### src/rtl/cross_bar_pkg.sv
// Shared crossbar constants and types used by the per-slave arbiters
// and the master-side response logic.
package cross_bar_pkg;

  localparam int MASTER_N        = 4;
  localparam int SLAVE_N         = 4;
  localparam int ARB_TIMEOUT_DEF = 256;
  localparam int MASTER_ID_W     = (MASTER_N > 1) ? $clog2(MASTER_N) : 1;

  typedef enum logic [0:0] {
    IDLE = 1'b0,
    BUSY = 1'b1
  } arb_state_t;

  typedef logic [MASTER_ID_W-1:0] master_id_t;

endpackage : cross_bar_pkg

### src/rtl/cross_bar_rr_pick.sv
// Combinational round-robin picker: finds the first set bit of i_elig at
// or above i_ptr, wrapping back to bit 0. Shared by slave- and master-side
// arbiters.
module cross_bar_rr_pick #(
  parameter int N = 4,
  localparam int IDW = (N > 1) ? $clog2(N) : 1
) (
  input  logic [N-1:0]   i_elig,
  input  logic [IDW-1:0] i_ptr,
  output logic [N-1:0]   o_onehot,
  output logic [IDW-1:0] o_idx,
  output logic           o_any
);

  // Scan N positions starting at the pointer; the first hit wins.
  always_comb begin : pick
    int v_k;
    v_k      = 0;
    o_onehot = {N{1'b0}};
    o_idx    = {IDW{1'b0}};
    o_any    = 1'b0;
    for (int i = 0; i < N; i++) begin
      v_k = int'(i_ptr) + i;
      if (v_k >= N) begin
        v_k = v_k - N;
      end else begin
        v_k = v_k;
      end
      if (!o_any && i_elig[v_k]) begin
        o_any         = 1'b1;
        o_onehot[v_k] = 1'b1;
        o_idx         = IDW'(v_k);
      end else begin
        o_any = o_any;
      end
    end
  end

endmodule : cross_bar_rr_pick

### src/rtl/cross_bar_slave_arb.sv
// Per-slave-port round-robin arbiter. Grants one master at a time, holds
// the grant until the slave acks, and returns the ack to that master.
// A blocked mask keeps a just-served request from being re-granted until
// the master has visibly dropped it for at least one cycle.
// Optional watchdog: define CROSS_BAR_ARB_TIMEOUT_EN to abort a grant that
// sees no ack within TIMEOUT_CYC busy cycles.
module cross_bar_slave_arb
  import cross_bar_pkg::*;
#(
  parameter int N_REQ       = MASTER_N,
  parameter int TIMEOUT_CYC = ARB_TIMEOUT_DEF,
  localparam int IDW = (N_REQ > 1) ? $clog2(N_REQ) : 1
) (
  input  logic             clk,
  input  logic             aresetn,
  input  logic [N_REQ-1:0] req,
  input  logic             slave_ack,
  output logic [N_REQ-1:0] grant,
  output logic [IDW-1:0]   grant_id,
  output logic             grant_vld,
  output logic [N_REQ-1:0] req_ack,
  output logic             timeout_err
);

  arb_state_t       r_state;
  arb_state_t       w_state_nxt;
  logic [N_REQ-1:0] r_grant;
  logic [IDW-1:0]   r_grant_id;
  logic             r_grant_vld;
  logic [IDW-1:0]   r_ptr;
  logic [N_REQ-1:0] r_blocked;

  logic [N_REQ-1:0] w_elig;
  logic [N_REQ-1:0] w_pick_oh;
  logic [IDW-1:0]   w_pick_idx;
  logic             w_pick_any;
  logic             w_ack_hit;
  logic             w_timeout;
  logic             w_release;
  logic [IDW-1:0]   w_ptr_inc;

  assign w_elig = req & ~r_blocked;

  cross_bar_rr_pick #(
    .N (N_REQ)
  ) u_pick (
    .i_elig   (w_elig),
    .i_ptr    (r_ptr),
    .o_onehot (w_pick_oh),
    .o_idx    (w_pick_idx),
    .o_any    (w_pick_any)
  );

  // Pointer moves to the master just after the one being released.
  assign w_ptr_inc = (r_grant_id == IDW'(N_REQ - 1)) ? {IDW{1'b0}}
                                                     : (r_grant_id + {{(IDW-1){1'b0}}, 1'b1});

`ifdef CROSS_BAR_ARB_TIMEOUT_EN
  localparam int CW = $clog2(TIMEOUT_CYC + 1);
  logic [CW-1:0] r_cnt;

  // Watchdog: zero outside BUSY, counts busy cycles that see no ack.
  always_ff @(posedge clk or negedge aresetn) begin
    if (!aresetn) begin
      r_cnt <= {CW{1'b0}};
    end else if (r_state != BUSY || w_release) begin
      r_cnt <= {CW{1'b0}};
    end else begin
      r_cnt <= r_cnt + {{(CW-1){1'b0}}, 1'b1};
    end
  end

  // An ack in the expiring cycle takes precedence over the timeout.
  assign w_timeout = (r_state == BUSY) && !slave_ack &&
                     (r_cnt == CW'(TIMEOUT_CYC - 1));
`else
  logic w_unused_timeout_cfg;
  assign w_unused_timeout_cfg = (TIMEOUT_CYC != 0);
  assign w_timeout = 1'b0;
`endif

  // State register.
  always_ff @(posedge clk or negedge aresetn) begin
    if (!aresetn) begin
      r_state <= IDLE;
    end else begin
      r_state <= w_state_nxt;
    end
  end

  // Next-state logic: grant on any eligible request, release on ack/timeout.
  always_comb begin
    w_state_nxt = r_state;
    case (r_state)
      IDLE: begin
        if (w_pick_any) begin
          w_state_nxt = BUSY;
        end else begin
          w_state_nxt = IDLE;
        end
      end
      BUSY: begin
        if (w_release) begin
          w_state_nxt = IDLE;
        end else begin
          w_state_nxt = BUSY;
        end
      end
      default: w_state_nxt = IDLE;
    endcase
  end

  // Output decode: ack routing and release strobe; ack outside BUSY is ignored.
  always_comb begin
    w_ack_hit = 1'b0;
    if (r_state == BUSY) begin
      w_ack_hit = slave_ack;
    end else begin
      w_ack_hit = 1'b0;
    end
    w_release   = w_ack_hit | w_timeout;
    req_ack     = r_grant & {N_REQ{w_ack_hit}};
    timeout_err = w_timeout;
  end

  // Grant registers: load on pick in IDLE, clear on release, else hold.
  always_ff @(posedge clk or negedge aresetn) begin
    if (!aresetn) begin
      r_grant     <= {N_REQ{1'b0}};
      r_grant_id  <= {IDW{1'b0}};
      r_grant_vld <= 1'b0;
      r_ptr       <= {IDW{1'b0}};
    end else if (r_state == IDLE && w_pick_any) begin
      r_grant     <= w_pick_oh;
      r_grant_id  <= w_pick_idx;
      r_grant_vld <= 1'b1;
    end else if (r_state == BUSY && w_release) begin
      r_grant     <= {N_REQ{1'b0}};
      r_grant_id  <= {IDW{1'b0}};
      r_grant_vld <= 1'b0;
      r_ptr       <= w_ptr_inc;
    end else begin
      r_grant     <= r_grant;
      r_grant_id  <= r_grant_id;
      r_grant_vld <= r_grant_vld;
      r_ptr       <= r_ptr;
    end
  end

  // Blocked mask: cleared where req is low, set for the released master (set wins).
  always_ff @(posedge clk or negedge aresetn) begin
    if (!aresetn) begin
      r_blocked <= {N_REQ{1'b0}};
    end else if (r_state == BUSY && w_release) begin
      r_blocked <= (r_blocked & req) | r_grant;
    end else begin
      r_blocked <= r_blocked & req;
    end
  end

  assign grant     = r_grant;
  assign grant_id  = r_grant_id;
  assign grant_vld = r_grant_vld;

endmodule : cross_bar_slave_arb
### config.mk
export PLATFORM = sky130hd
export DESIGN_NAME = cross_bar_slave_arb
export DESIGN_NICKNAME = d
export VERILOG_FILES = /design/src/rtl/cross_bar_pkg.sv /design/src/rtl/cross_bar_rr_pick.sv /design/src/rtl/cross_bar_slave_arb.sv
export SDC_FILE = /design/constraint.sdc
export NUM_CORES = 1
export LEC_CHECK = 0
export BUFFER_PORTS_ARGS = -buffer_cell sky130_fd_sc_hd__buf_2
export CORE_ASPECT_RATIO = 1.75
export CORE_MARGIN = 8
export CORE_UTILIZATION = 40
export DETAILED_ROUTE_END_ITERATION = 7
export PLACE_DENSITY = 0.72
export SETUP_SLACK_MARGIN = 0.05
export SYNTH_ARGS = -nofsm -noshare
export SYNTH_HDL_FRONTEND = slang
export SYNTH_SLANG_ARGS = --single-unit
### constraint.sdc
create_clock -name clk -period 2.5 [get_ports clk]
set_input_delay 0.5 -clock clk [delete_from_list [all_inputs] [get_ports clk]]
set_output_delay 0.5 -clock clk [all_outputs]
set_load 0.02 [all_outputs]
==> flow_summary.json, run 1 <==
{
  "cpPeakStageDelay_ps": 570,
  "fin_crit_sh_pct": 90.70,
  "fmax_mhz": 441.0,
  "port_buffers": 17,
  "io-pin-count": 19,
  "root_buffer": "clkbuf_8",
  "yosysMostFrequentCell": "dfrtp_1",
  "synth-async-reset-ratio_pct": 100.0,
  "drv_slew": 0,
  "drc": 0,
  "path_class": "reg2reg",
  "firstDrtPassIters": 4,
  "dp_hpwl_mm": 2.417,
  "dp_cells": 159,
  "clk-insertion-delay-late_ps": 240,
  "clock_sinks": 14,
  "rows": 26,
  "cp_num_buf_inv": 2,
  "synth-edff-count": 0,
  "grt_pass1_vias": 1023,
  "path_max_fanout": 4,
  "clkTransAtPathRegs_ps": 50,
  "crit-reg2reg-capture": "grant[2]$_DFFE_PN0P_",
  "yosys.area.top_type_share_pct": 29.05,
  "syn_area_sq_um": 1206,
  "clockBufferDepth": 2,
  "path_cells": "clkinv_2 > ha_1 > inv_1 > mux4_2 > nor4b_4 > nand2_1 > a31oi_2",
  "cts_setup_buffers": 0,
  "synth_common_cells": "dfrtp_1, a21o_1, ha_1, nand2_1, mux4_2",
  "power_density_nw_per_um2": 1639,
  "cts_buffers": 3,
  "grt_max_degree": 15,
  "multi_input_area_sq_um": 784.5,
  "wirelength_mm": 2.945,
  "avgViaCountPerCell": 6.387,
  "rrSetupSlack_ps": 230,
  "grt_pass1_wl_mm": 4.892,
  "grt_usage_pct": 12.28,
  "ys_warn_count": 0,
  "nFillCells": 255,
  "ys_ff_latch": 14,
  "gp_congestion": 0.8986,
  "critPathLaunchType": "flop",
  "crit_path_end_kind": "flop",
  "htree_levels": 1,
  "drive_gt1_share_pct": 30.37,
  "grt_overflow": 0,
  "die_h_um": 88.65,
  "nets": 152,
  "num_antenna_cells": 0,
  "setup_tns_ps": 0,
  "cpLargestDelayFamily": "multiplexers",
  "final-seq-area_sq_um": 350.3,
  "coreArea_sq_um": 2895,
  "start_util_pct": 41.66,
  "setup_viol": 0,
  "synth_fp_nets": 132,
  "final_cells": 163,
  "dieWidth_um": 57.51,
  "final.setup_skew_ps": 4.091,
  "status": "completed",
  "crit_arrival_ps": 2430,
  "area_growth_pct": 13.69,
  "syn-mean-instance-area_sq_um": 10.40,
  "synthCells": 116,
  "crit-reg2reg-launch": "r_ptr[0]$_DFFE_PN0P_",
  "synth_top_area_cell": "dfrtp_1",
  "synth.distinct_cells": 45,
  "r2r_cells": 7,
  "cts_tree": "yes",
  "rsz0062_at_grt": "false",
  "drv_cap": 0,
  "antenna_found_initial": 0,
  "ir_drop_uv": 911.2,
  "ys_seq_area_share_pct": 29.05,
  "period_needed_ps": 2267,
  "hp-class": "in2async",
  "yosys-top-cells-area": "dfrtp_1, mux4_2, ha_1, a21o_1, nand2_1",
  "first_iter_violations": 40,
  "cp_data_required_time_ps": 2660,
  "final_hold_viol_count": 0,
  "ys.flop_type": "dfrtp_1",
  "dieArea_sq_um": 5098,
  "wl_per_cell_um": 18.07,
  "vias": 1041,
  "critPathSlowestCell": "mux4_2",
  "antenna_left": 0,
  "leakage_nw": 0.6505
}
==> metal layers <==
layer  GRT usage (%)  part of all wire [%]  wire length, um  up-vias
met2           23.92                    57             1693       36
met3           1.747                   3.6              106        8
met1           12.22                    37             1076      506
met5               0                     0                0        -
li1                -                     -                -      491
met4           5.734                   2.3               69        0
==> stage by stage <==
stage	instance area, sq um	hold slack (ps)	setup slack [ps]	power [mW]	utilization (%)
5_1_grt	1371	163.5	112.0	2.409	47.36
4_1_cts	1370	138.9	225.9	2.239	47.32
3_5_place_dp	1315	403.6	214.7	2.012	45.42
3_3_place_gp	1315	396.9	284.2	1.975	45.42
6_report	1371	137.5	232.6	2.247	47.36
2_1_floorplan	1212	204.4	87.95	1.658	-
==> registers in the layout (all words and copies together), names as in the netlist <==
name / count
grant: 4
r_blocked: 4
grant_id: 2
r_ptr: 2
grant_vld: 1
r_state: 1
==> cell families after synthesis <==
logic type / synth area share, %
AOI/OAI and AO/OA: 25.83
adders and majority gates: 9.336
buffers and inverters: 6.016
DFF: 29.05
muxes: 12.14
other: 0.3109
and+or+nand+nor: 17.32
==> final cells by class <==
class / count / area share [%]
multi-input cells: 90 / 57.21
clock buffers: 4 / 4.015
inverters: 4 / 1.186
well taps: 28 / 2.555
repair buffers: 23 / 9.489
flip-flops and latches: 14 / 25.55
==> repair_timing <==
| item | in CTS | in global routing |
|---|---|---|
| setup endpoints to repair | 0 | 1 |
| gates resized for setup | 0 | 1 |
| hold endpoints to repair | 0 | 0 |
| hold buffers | 0 | 0 |
==> layout by cell type, fill, tap and decap left out, drive strengths merged <==
cell,Yosys,routed
a22oi,1,1
o211ai,1,1
nand2b,4,4
clkinv,1,1
nand2,10,10
inv,3,3
and3,4,4
nor4b,1,1
and2b,1,1
nor3b,4,4
conb,1,1
a221o,1,1
a41oi,2,2
a21o,10,10
o311a,1,1
a21boi,1,1
and3b,1,1
mux2,1,1
o32ai,1,1
nand4,1,1
o22ai,4,4
buf,8,23
ha,9,9
o311ai,1,1
nor2,3,3
nor2b,3,3
o21ai,1,1
a311oi,2,2
dfrtp,14,14
a21oi,5,5
a31oi,4,4
a2111oi,1,1
nor3,1,1
o31ai,1,1
mux4,6,6
a211oi,1,1
clkbuf,0,4
nand3b,1,1
o221ai,1,1
==> how the worst max path moves through the flow <==
stage                          from                       to  slack [ps]  depth (start not counted)
3_5_place_dp                 req[2]  grant_id[1]$_DFFE_PN0P_         210                          5
4_1_cts        r_ptr[0]$_DFFE_PN0P_  grant_id[1]$_DFFE_PN0P_         230                          5
5_1_grt        r_ptr[0]$_DFFE_PN0P_     grant[2]$_DFFE_PN0P_         110                          7
6_report       r_ptr[0]$_DFFE_PN0P_     grant[2]$_DFFE_PN0P_         230                          7
2_1_floorplan  r_ptr[0]$_DFFE_PN0P_     grant[2]$_DFFE_PN0P_          90                          9
3_3_place_gp   r_ptr[0]$_DFFE_PN0P_     grant[2]$_DFFE_PN0P_         280                          7
==> where the power goes <==
group	leakage (nW)	switching [mW]	internal [mW]
registers	0.171	0.101	0.344
logic	0.451	0.914	0.679
clock network	0.0288	0.0701	0.139
total	0.650	1.09	1.16
No activity file was read; power rests on OpenSTA's default activity.
==> run 2, diff against run 1 <==
ABC_AREA = 1   (was unset)
GPL_TIMING_DRIVEN = 0   (was unset)
clock period = 1.9 ns   (was 2.5 ns; I/O delays follow)
==> run 2 against run 1 <==
Net effect: sequential share of layout area decreased by 1.1 points; total power is 26% higher; count of clock-buffer cells in the layout is the same; critical path type is now reg2out; register-to-register slack got worse by 70 ps; largest cell class unchanged; largest power group unchanged; synthesized cell count grew 39%; clock power rose by 39%; critical endpoint is now req_ack[0]; cell count rose by 37%.
==> flow_summary.json, run 2 <==
{
  "clk-insertion-delay-late_ps": 250,
  "dieWidth_um": 56.33,
  "period_needed_ps": 1758,
  "hold_ws_ps": 10.04,
  "area_growth_pct": 26.70,
  "rsz0062_at_grt": "false",
  "critPathLaunchType": "flop",
  "io-pin-count": 19,
  "ys_seq_area_share_pct": 30.77,
  "ys_warn_count": 0,
  "die_h_um": 86.58,
  "gp_congestion": 0.7771,
  "fmax_mhz": 568.9,
  "synth.distinct_cells": 22,
  "clkTransAtPathRegs_ps": 50,
  "layout_common_cells": "nand2_1, nand3_1, buf_2",
  "drive_gt1_share_pct": 29.59,
  "hp-class": "in2async",
  "ys.flop_type": "dfrtp_1",
  "port_buffers": 17,
  "avgViaCountPerCell": 5.152,
  "synth-edff-count": 0,
  "setup_viol": 0,
  "drv_cap": 0,
  "final_common_cell": "nand2_1",
  "dieArea_sq_um": 4877,
  "syn-mean-instance-area_sq_um": 7.072,
  "first_iter_violations": 22,
  "crit_arrival_ps": 1380,
  "cp_num_buf_inv": 2,
  "final.setup_skew_ps": 0.3609,
  "path_max_fanout": 10,
  "ys_ff_latch": 14,
  "grt_overflow": 0,
  "dp_hpwl_mm": 2.182,
  "placed_area_sq_um": 1257,
  "grt_max_degree": 15,
  "clock_sinks": 14,
  "leakage_nw": 0.7968,
  "synth-async-reset-ratio_pct": 100.0,
  "grt_pass1_vias": 1137,
  "grt_usage_pct": 11.60,
  "synth_top_area_cell": "dfrtp_1",
  "cpLargestDelayFamily": "buffers and inverters",
  "vias": 1149,
  "firstDrtPassIters": 4,
  "final_hold_viol_count": 0,
  "num_antenna_cells": 0,
  "path_class": "reg2out",
  "rows": 25,
  "fin_ws_ps": 142.3,
  "yosys.area.top_type_share_pct": 30.77,
  "fin_crit_sh_pct": 92.51,
  "wirelength_mm": 2.909,
  "cpPeakStageDelay_ps": 380,
  "antenna_left": 0,
  "cts_tree": "yes",
  "cp_data_required_time_ps": 1520,
  "cts_buffers": 3,
  "htree_levels": 1,
  "drv_slew": 0,
  "coreArea_sq_um": 2721,
  "status": "completed",
  "synth_fp_nets": 177,
  "root_buffer": "clkbuf_8",
  "rrSetupSlack_ps": 160,
  "grt_pass1_wl_mm": 4.685,
  "wl_per_cell_um": 13.04,
  "crit_path_end_kind": "output port",
  "clockBufferDepth": 2,
  "critPathSlowestCell": "dfrtp_1",
  "dp_worst_setup_slack_ps": -272.1,
  "final_area_sq_um": 1443,
  "path_cells": "nand2_1 > clkbuf_2 > nor2_1 > buf_2",
  "yosys-top-cells-area": "dfrtp_1, nand2_1, nand3_1, ha_1, nand3_2",
  "nets": 213,
  "syn_area_sq_um": 1139,
  "antenna_found_initial": 0,
  "synthCells": 161,
  "drc": 0,
  "yosysMostFrequentCell": "nand2_1",
  "start_util_pct": 41.84,
  "ir_drop_uv": 1135,
  "power_density_nw_per_um2": 1968,
  "synth_common_cells": "nand2_1, nand3_1, inv_1"
}
==> run 2: cell types whose count changed in the layout (fill, tap and decap cells not counted), moves of 5 or more <==
cell | before | now
mux4_2 | 6 | 0
a21o_1 | 10 | 0
nand3_1 | 0 | 27
inv_1 | 2 | 15
nor2_1 | 3 | 15
buf_4 | 6 | 15
o21ai_0 | 0 | 5
nand2_1 | 9 | 51
nand3_2 | 0 | 6
==> run 2: final timing paths <==
kind	from	to	cells past startpoint
min in group clk	slave_ack	r_state$_DFF_PN0_	2
min	aresetn	grant[3]$_DFFE_PN0P_	1
max	r_state$_DFF_PN0_	req_ack[0]	4
max in group asynchronous	aresetn	r_ptr[0]$_DFFE_PN0P_	1
min reg2reg	grant_vld$_DFFE_PN0P_	grant_vld$_DFFE_PN0P_	2
max reg2reg	r_ptr[0]$_DFFE_PN0P_	grant[0]$_DFFE_PN0P_	10
==> run 2: per-stage QoR <==
stage	utilization [%]	setup TNS, ps	power (mW)	instances
global route	53.01	0	3.110	223
detailed placement	46.21	-1756	2.188	205
finish	53.01	0	2.839	223
CTS	49.43	0	2.558	212
floorplan	-	0	1.799	161
global placement	46.21	-1569	2.169	205
==> run 2: what timing repair did <==
action	CTS	global route
pin swaps	0	2
endpoints found under the setup margin	11	7
hold buffers	0	0
setup buffers	3	11
gates resized for setup	5	5
==> run 2: layout make-up <==
type / count / area (sq um)
fillers: 270 / 1279
repair buffers: 31 / 190.2
well taps: 27 / 33.78
plain buffers: 2 / 12.51
multi-input cells: 126 / 715.7
clock buffers: 4 / 55.05
inverters: 19 / 82.58
flip-flops and latches: 14 / 352.8
==> run 2: cells by family (layout without fill, tap and decap cells) <==
family                   Yosys count  in the layout  share of synthesized area [%]
AND/OR/NAND/NOR                  108            108                          47.58
buffers and inverters             21             56                          7.473
flip-flops                        14             14                          30.77
adder cells (fa/ha/maj)            9              9                          9.890
AO/OA/AOI/OAI                      8              8                          3.956
other                              1              1                         0.3294
==> run 2: layer usage <==
layer | global-route usage [%] | vias up | routed length (um)
li1 | - | 586 | -
met1 | 10.50 | 524 | 1132
met2 | 23.20 | 32 | 1611
met3 | 2.196 | 7 | 92
met4 | 5.495 | 0 | 72
met5 | 0 | - | 0
==> run 2: power breakdown <==
group / switching [mW] / internal, mW / leakage [nW] / total, mW
sequential: 0.0830 / 0.408 / 0.177 / 0.491
clock: 0.106 / 0.184 / 0.0288 / 0.290
combinational: 1.27 / 0.783 / 0.591 / 2.06
==> run 3, diff against run 2 <==
CTS_CLUSTER_SIZE = 20   (was unset)
PLACE_DENSITY = unset   (was 0.72)
PLACE_DENSITY_LB_ADDON = 0.25   (was unset)
==> run 3 against run 2 <==
Net effect: via count shrank 2.8%; count of clock-buffer cells in the layout shrank 1; non-clock buffer count shrank 8; worst setup slack gained 10 ps; die area is the same; total power shrank 8.5%; register-to-register slack gained 50 ps; wire length shrank 1.2%; global-route usage grew 0.31 points; final area shrank 5.1%; clock skew grew 0.72 ps; critical endpoint unchanged.
==> flow_summary.json, run 3 (same netlist as run 2, synthesis figures left out) <==
{
  "leakage_nw": 0.7517,
  "final_hold_viol_count": 0,
  "port_buffers": 17,
  "layout_common_cells": "nand2_1, nand3_1, buf_2, inv_1, nor2_1",
  "area_growth_pct": 20.22,
  "ir_drop_uv": 1005,
  "first_iter_violations": 20,
  "firstDrtPassIters": 4,
  "cts_tree": "yes",
  "avgViaCountPerCell": 5.220,
  "crit_path_end_kind": "output port",
  "gp_congestion": 0.8232,
  "wl_per_cell_um": 13.43,
  "vias": 1117,
  "dieWidth_um": 56.33,
  "drv_cap": 0,
  "nets": 205,
  "fin_crit_sh_pct": 91.96,
  "clockBufferDepth": 2,
  "cts_buffers": 3,
  "holdBufCountCts": 0,
  "clkTransAtPathRegs_ps": 50,
  "antenna_left": 0,
  "post-route-util_pct": 50.30,
  "path_class": "reg2out",
  "final.setup_skew_ps": 1.081,
  "dp_hpwl_mm": 2.304,
  "grt_usage_pct": 11.91,
  "hold_ws_ps": 27.56,
  "die_h_um": 86.58,
  "rsz0062_at_grt": "false",
  "rows": 25,
  "period_needed_ps": 1747,
  "path_max_fanout": 10,
  "io-pin-count": 19,
  "drive_gt1_share_pct": 26.20,
  "grt_pass1_wl_mm": 4.802,
  "drc": 0,
  "wirelength_mm": 2.874,
  "final_common_cell": "nand2_1",
  "clk-insertion-delay-late_ps": 240,
  "clock_sinks": 14,
  "dieArea_sq_um": 4877,
  "crit_arrival_ps": 1370,
  "drv_slew": 0,
  "fmax_mhz": 572.3,
  "num_antenna_cells": 0,
  "grt_pass1_vias": 1106,
  "grt_max_degree": 15,
  "critPathLaunchType": "flop",
  "grt_overflow": 0,
  "status": "completed",
  "coreArea_sq_um": 2721,
  "start_util_pct": 41.84,
  "setup_viol": 0,
  "hp-class": "in2async",
  "root_buffer": "clkbuf_8",
  "htree_levels": 1,
  "power_density_nw_per_um2": 1897,
  "antenna_found_initial": 0,
  "cp_data_required_time_ps": 1520
}
-- run 3: critical path, stage by stage (launching register included) --
cell and delay (ps):
dfrtp_1 380, nand2_1 250, clkbuf_2 280, nor2_1 60, buf_2 160
-- run 3: per-stage QoR --
step	setup WS (ps)	total power, mW	area [sq um]	TNS, ps	std cells
2_1_floorplan	75.67	1.799	1139	0	161
6_report	152.8	2.597	1369	0	214
4_1_cts	56.52	2.515	1331	0	211
3_3_place_gp	-204.1	2.152	1257	-1305	205
5_1_grt	57.84	2.851	1369	0	214
3_5_place_dp	-253.6	2.187	1257	-1628	205
-- run 3: metal layers --
| metal | GRT usage (%) | wire [um] | vias to the layer above |
|---|---|---|---|
| met2 | 22.90 | 1621 | 23 |
| met4 | 7.912 | 114 | 0 |
| met3 | 0.8785 | 55 | 10 |
| met5 | 0 | 0 | - |
| li1 | - | - | 568 |
| met1 | 11.50 | 1083 | 516 |
-- run 3: repair_timing --
action	in CTS	in global routing
gates cloned	0	0
resized for setup	5	3
pin swaps	0	1
endpoints found under the setup margin	12	7
buffers inserted	3	3
-- run 3: power breakdown --
part | total (mW) | leakage (nW) | switching, mW | internal (mW)
clock network | 0.235 | 0.0216 | 0.0954 | 0.140
registers | 0.489 | 0.177 | 0.0812 | 0.408
logic | 1.87 | 0.553 | 1.24 | 0.631
-- run 3: final timing paths --
path,endpoint,startpoint,cells after the start,slack (ps)
worst max-delay path,req_ack[0],r_state$_DFF_PN0_,4,150
worst min register to register,grant_vld$_DFFE_PN0P_,grant_vld$_DFFE_PN0P_,2,480
worst max register to register,grant[0]$_DFFE_PN0P_,r_ptr[0]$_DFFE_PN0P_,10,210
max in group asynchronous,r_ptr[1]$_DFFE_PN0P_,aresetn,1,1610
min in group clk,r_state$_DFF_PN0_,slave_ack,2,360
worst min-delay path,grant_id[0]$_DFFE_PN0P_,aresetn,1,30
-- run 3: cell type report --
cell class | instances | area (sq um)
fill | 271 | 1353
clock buffer | 3 | 41.29
timing repair buffer | 23 | 130.1
tap | 27 | 33.78
buffer | 2 | 12.51
inverter | 19 | 82.58
multi-input combinational | 126 | 715.7
sequential | 14 | 352.8
